### src/rtl/jt10_adpcm_divn.sv
// Iterative restoring divider d = a / b, r = a - b*d, retiring BPC quotient bits per cen cycle.
// Optional C-style signed mode, divide-by-zero flag and one-cen-period done strobe.

module jt10_adpcm_divn_stage #(
   parameter int DW = 16
) (
   input  logic [DW-1:0] babs,
   input  logic [DW-1:0] rem_in,
   input  logic [DW-1:0] quo_in,
   output logic [DW-1:0] rem_out,
   output logic [DW-1:0] quo_out
);
   logic [DW:0] sh;
   logic        ge;

   // When the trial subtraction succeeds the true difference is below 2^DW,
   // so a DW-bit subtract of the low bits is exact.
   assign sh      = {rem_in, quo_in[DW-1]};
   assign ge      = sh >= {1'b0, babs};
   assign rem_out = ge ? sh[DW-1:0] - babs : sh[DW-1:0];
   assign quo_out = {quo_in[DW-2:0], ge};
endmodule

module jt10_adpcm_divn #(
   parameter int DW        = 16,
   parameter int BPC       = 1,
   parameter int SIGNED_EN = 1
) (
   input  logic          clk,
   input  logic          rst_n,
   input  logic          cen,
   input  logic          start,
   input  logic          sgn,
   input  logic [DW-1:0] a,
   input  logic [DW-1:0] b,
   output logic [DW-1:0] d,
   output logic [DW-1:0] r,
   output logic          dz,
   output logic          busy,
   output logic          done
);
   localparam int N  = DW / BPC;
   localparam int CW = $clog2(N + 1);

   typedef enum logic [1:0] {IDLE, CALC, FIX} state_t;

   state_t           st, st_nx;
   logic [CW-1:0]    cnt;
   logic [DW-1:0]    rem, quo, babs, a_lat;
   logic             sq, sr, dz_int;
   logic             sgn_eff, a_neg, b_neg;
   logic [DW-1:0]    a_mag, b_mag;
   logic [BPC:0][DW-1:0] rem_c, quo_c;

   assign sgn_eff = (SIGNED_EN != 0) && sgn;
   assign a_neg   = sgn_eff & a[DW-1];
   assign b_neg   = sgn_eff & b[DW-1];
   // Magnitudes stay DW bits wide, so the most negative value maps exactly.
   assign a_mag   = a_neg ? -a : a;
   assign b_mag   = b_neg ? -b : b;

   assign rem_c[0] = rem;
   assign quo_c[0] = quo;

   genvar g;
   generate
      for (g = 0; g < BPC; g++) begin : g_stage
         jt10_adpcm_divn_stage #(.DW(DW)) u_stage (
            .babs    (babs),
            .rem_in  (rem_c[g]),
            .quo_in  (quo_c[g]),
            .rem_out (rem_c[g+1]),
            .quo_out (quo_c[g+1])
         );
      end
   endgenerate

   always_ff @(posedge clk or negedge rst_n) begin
      if (!rst_n)   st <= IDLE;
      else if (cen) st <= st_nx;
   end

   always_comb begin
      st_nx = st;
      case (st)
         IDLE:    if (start) st_nx = CALC;
         CALC:    if (cnt == CW'(N - 1)) st_nx = FIX;
         FIX:     st_nx = IDLE;
         default: st_nx = IDLE;
      endcase
   end

   always_ff @(posedge clk or negedge rst_n) begin
      if (!rst_n) begin
         cnt    <= '0;
         rem    <= '0;
         quo    <= '0;
         babs   <= '0;
         a_lat  <= '0;
         sq     <= 1'b0;
         sr     <= 1'b0;
         dz_int <= 1'b0;
         d      <= '0;
         r      <= '0;
         dz     <= 1'b0;
         busy   <= 1'b0;
         done   <= 1'b0;
      end else if (cen) begin
         done <= 1'b0;
         case (st)
            IDLE: if (start) begin
               quo    <= a_mag;
               babs   <= b_mag;
               rem    <= '0;
               a_lat  <= a;
               sq     <= a_neg ^ b_neg;
               sr     <= a_neg;
               dz_int <= (b == '0);
               cnt    <= '0;
               busy   <= 1'b1;
            end
            CALC: begin
               rem <= rem_c[BPC];
               quo <= quo_c[BPC];
               cnt <= cnt + 1'b1;
            end
            FIX: begin
               // Outputs move only here, so they hold the old result during CALC.
               if (dz_int) begin
                  d <= '1;
                  r <= a_lat;
               end else begin
                  d <= sq ? -quo : quo;
                  r <= sr ? -rem : rem;
               end
               dz   <= dz_int;
               done <= 1'b1;
               busy <= 1'b0;
            end
            default: ;
         endcase
      end
   end
endmodule

### config.mk
export PLATFORM = sky130hd
export DESIGN_NAME = jt10_adpcm_divn
export DESIGN_NICKNAME = d
export VERILOG_FILES = /design/src/rtl/jt10_adpcm_divn.sv
export SDC_FILE = /design/constraint.sdc
export NUM_CORES = 1
export LEC_CHECK = 0
export CAP_MARGIN = 20
export CORE_ASPECT_RATIO = 0.8
export CORE_UTILIZATION = 57
export DETAILED_ROUTE_END_ITERATION = 12
export GPL_ROUTABILITY_DRIVEN = 0
export PLACE_DENSITY = 0.8
export SETUP_SLACK_MARGIN = 0.15
export SLEW_MARGIN = 5
export SYNTH_ARGS = -nofsm -noshare
export SYNTH_HDL_FRONTEND = slang
export SYNTH_SLANG_ARGS = --single-unit
### constraint.sdc
create_clock -name clk -period 3.4 [get_ports clk]
set_clock_uncertainty 0.2 [all_clocks]
set_input_delay 0.85 -clock clk [delete_from_list [all_inputs] [get_ports clk]]
set_output_delay 0.85 -clock clk [all_outputs]
set_load 0.02 [all_outputs]
==> flow_metrics.env, run 1 <==
export IMPL_rr_startpoint="rem[7]"
export IMPL_vias=5992
export IMPL_critPathLaunch="rem[7]"
export IMPL_cts_sinks=109
export IMPL_cts_root_buf="clkbuf_16"
export IMPL_r2r_end="rem[0]"
export IMPL_grt_usage_pct=30.51
export IMPL_post_cts_resized=0
export IMPL_synthesis_nets=851
export IMPL_vdd_ir_drop_max_mv=0.4590
export IMPL_async_flop_share_pct=100.0
export IMPL_gr_total_overflow=0
export IMPL_synthXorXnorAreaFrac_pct=8.937
export IMPL_grt_max_degree=66
export IMPL_stdcell_area_um2=7799
export IMPL_post_cts_buffers=0
export IMPL_worst_slew_pin_slew_ns=0.9840
export IMPL_cp_max_fo=25
export IMPL_clockPowerShare_pct=14.7
export IMPL_post_synth_top_area_fraction_pct=40.93
export IMPL_crit_end="rem[0]"
export IMPL_die_y_um=98.71
export IMPL_status="finished, final reports clean"
export IMPL_critPathMaxStageDelay_ns=0.53
export IMPL_synth_seq_area_share_pct=40.93
export IMPL_drv_cap=0
export IMPL_max_freq_mhz=335.3
export IMPL_p_int_w=0.003724
export IMPL_cts_tree="yes"
export IMPL_die_w_um=122.9
export IMPL_period_needed_ns=2.983
export IMPL_rsz0062_at_grt="false"
export IMPL_finalHoldViolations=0
export IMPL_min_from="a_lat[9]"
export IMPL_first_global_vias=5642
export IMPL_synth_edff_count=0
export IMPL_finalSetupViolCount=0
export IMPL_worst_path_stages=7
export IMPL_place_hpwl_mm=13.21
export IMPL_synth_area_leaders="dfrtp_1 41%, nand2_1 8.6%, o21ai_0 6.8%"
export IMPL_synth_cells=791
export IMPL_crit_required_ns=3.44
export IMPL_r2r_slack_ns=0.42
export IMPL_htree_levels=3
export IMPL_critical_path_class="flip-flop to flip-flop"
export IMPL_wl_per_cell_um=17.27
export IMPL_syn_area_per_cell_um2=8.425
export IMPL_numPortBuffers=71
export IMPL_net_switching_power_w=0.003079
export IMPL_cts_path_max_buffers=2
export IMPL_synth_distinct_cells=59
export IMPL_synth_common_cells="153 x nand2_1, 109 x dfrtp_1, 91 x o21ai_0"
export IMPL_grt_pass1_wl_mm=28.54
export IMPL_cp_start_kind="flip-flop"
export IMPL_finalMaxSlewViolations=0
export IMPL_clk_latency_ns=0.35
export IMPL_drt_pre_antenna_iters=5
export IMPL_die_area_um2=12130
export IMPL_relSlewSlack_pct=34.39
export IMPL_detail_route_antenna_nets=0
export IMPL_synth_top_family_by_area="compound AO/OA/AOI/OAI gates"
export IMPL_synthSimpleGateAreaFrac_pct=18.78
export IMPL_hold_class="flip-flop to flip-flop"
export IMPL_diodes=0
export IMPL_nNetsFinal=908
export IMPL_drt_iter0_markers=611
export IMPL_drc_errors=0
export IMPL_placed_area_um2=7522
export IMPL_synth_seq_cells=109
export IMPL_fill_cells=843
export IMPL_clk_pin_slew_ns=0.07
export IMPL_synth_mux_area_fraction_pct=2.873
export IMPL_layout_drive_gt1_share_pct=5.393
export IMPL_yosysWarnings=0
export IMPL_areaGrowthSynthToFinish_pct=17.03
export IMPL_synthAdderAreaFrac_pct=4.431
export IMPL_period_share_pct=87.72
export IMPL_yosysMostFrequentCell="nand2_1"
export IMPL_power_frac_seq_pct=32.3
export IMPL_comb_power_share_pct=53.0
export IMPL_switching_share_pct=45.27
export IMPL_ctsHoldBuffers=0
export IMPL_p_leak_nw=3.383
export IMPL_core_area_um2=11100
export IMPL_cts_made_buffers=9
export IMPL_path_cells="ha_1 -> a21oi_1 -> o211ai_1 -> a211o_1 -> o2bb2ai_4 -> mux2i_1 -> a22o_1"
export IMPL_wirelength_mm=17.22
export IMPL_cp_slowest_cell="o2bb2ai_4"
export IMPL_pwr_density_cell_nw_per_um2=872.3
export IMPL_antenna_found_initial=0
export IMPL_start_util_pct=60.02
export IMPL_crit_path_end_kind="flip-flop"
export IMPL_cp_num_buf_inv=0
export IMPL_finalSetupTns_ns=0
export IMPL_pin_count=72
export IMPL_cpLargestDelayFamily="compound AO/OA/AOI/OAI gates"
export IMPL_synth_ff_type="dfrtp_1"
export IMPL_avgViaCountPerCell=6.010
export IMPL_rows=34
export IMPL_r2r_cells=7
export IMPL_syn_area_um2=6664
export IMPL_hold_path_cell_count=2
export IMPL_critPathArrivalTime_ns=3.03
export IMPL_yosys_area_top_type="dfrtp_1"
export IMPL_synth_compound_area_share_pct=19.47
==> per-layer routing <==
layer  share of wire (%)  track usage, %  wire, um
met1                  46           45.64      7858
met2                  44           44.73      7601
met3                 8.6           6.192      1477
met4                 1.6           8.255       282
met5                   0               0         0
==> metrics by stage <==
stage / setup WS [ns] / hold slack (ns) / total power, W / util [%] / cells
after detailed placement: 0.1878 / 0.2631 / 0.005744 / 67.75 / 981
after CTS: 0.4586 / 0.2809 / 0.006750 / 70.24 / 997
after global placement: 0.2850 / 0.2598 / 0.005569 / 67.75 / 981
final: 0.4174 / 0.2787 / 0.006803 / 70.24 / 997
after floorplan: 0.9026 / 0.2454 / 0.004791 / - / 791
after global routing: 0.2324 / 0.3005 / 0.007328 / 70.24 / 997
==> power by group through the flow <==
| stage | logic, W | registers [W] | clock network, W |
|---|---|---|---|
| 6_report | 0.00361 | 0.00220 | 0.00100 |
| 5_1_grt | 0.00402 | 0.00226 | 0.00105 |
| 4_1_cts | 0.00356 | 0.00218 | 0.00101 |
| 3_5_place_dp | 0.00354 | 0.00221 | 0 |
| 3_3_place_gp | 0.00340 | 0.00217 | 0 |
| 2_1_floorplan | 0.00270 | 0.00209 | 0 |
==> flip-flops by register name (all words and copies together) (netlist names) <==
| name | flops |
|---|---|
| dz_int | 1 |
| st | 2 |
| dz | 1 |
| r | 16 |
| cnt | 5 |
| sr | 1 |
| rem | 16 |
| done | 1 |
| sq | 1 |
| a_lat | 16 |
| babs | 16 |
| quo | 16 |
| d | 16 |
| busy | 1 |
==> placed cells by master (no fill, tap or decap), types with 6 or more instances in the layout <==
master and n:
nand3_1 10, a31oi_1 7, clkdlybuf4s50_1 70, nand4_1 6, nor3_1 13, dfrtp_1 109
nor4_1 6, inv_1 35, nor2b_1 8, o31ai_1 9, o21ai_0 91, mux2i_1 18
a21oi_1 44, xnor2_1 42, nand2_1 153, clkbuf_16 9, buf_4 17, ha_1 22
xor2_1 26, a32oi_1 7, nor2_1 63
==> worst register-to-register path, delay by kind of cell, from the launching register on <==
| family | cells | cell delay, ns |
|---|---|---|
| adders and majority gates | 1 | 0.39 |
| DFF | 1 | 0.47 |
| muxes | 1 | 0.18 |
| AOI/OAI and AO/OA | 5 | 1.64 |
==> worst min path at each step <==
stage	slack, ns	end
2_1_floorplan	0.25	a_lat[10]
3_3_place_gp	0.26	a_lat[13]
3_5_place_dp	0.26	a_lat[9]
4_1_cts	0.28	a_lat[9]
5_1_grt	0.30	babs[14]
6_report	0.28	a_lat[9]
==> cell families after synthesis <==
family                     Yosys count
and+or+nand+nor                    287
xor gates and xnor gates            68
DFF                                109
AOI/OAI and AO/OA                  208
buffers and inverters               77
muxes                               19
adders and majority gates           23
==> cell type report <==
class	count	area (um2)	area share [%]
Tap cell	144	180.2	2.310
Clock buffer	9	225.2	2.888
Sequential cell	109	2728	34.98
Timing Repair Buffer	88	848.3	10.88
Inverter	35	131.4	1.685
Clock inverter	7	51.30	0.6578
Multi-Input combinational cell	605	3635	46.61
No activity file was read; power rests on OpenSTA's default activity.
==> run 2: changes to the inputs <==
CAP_MARGIN = default   (was 20)
==> results of run 2 <==
The final DEF is identical to that of run 1; final timing and power are the same.
==> run 3: changes to the inputs <==
CAP_MARGIN = 20   (was default)
==> results of run 3 <==
The final DEF is identical to that of run 1; final timing and power are the same.
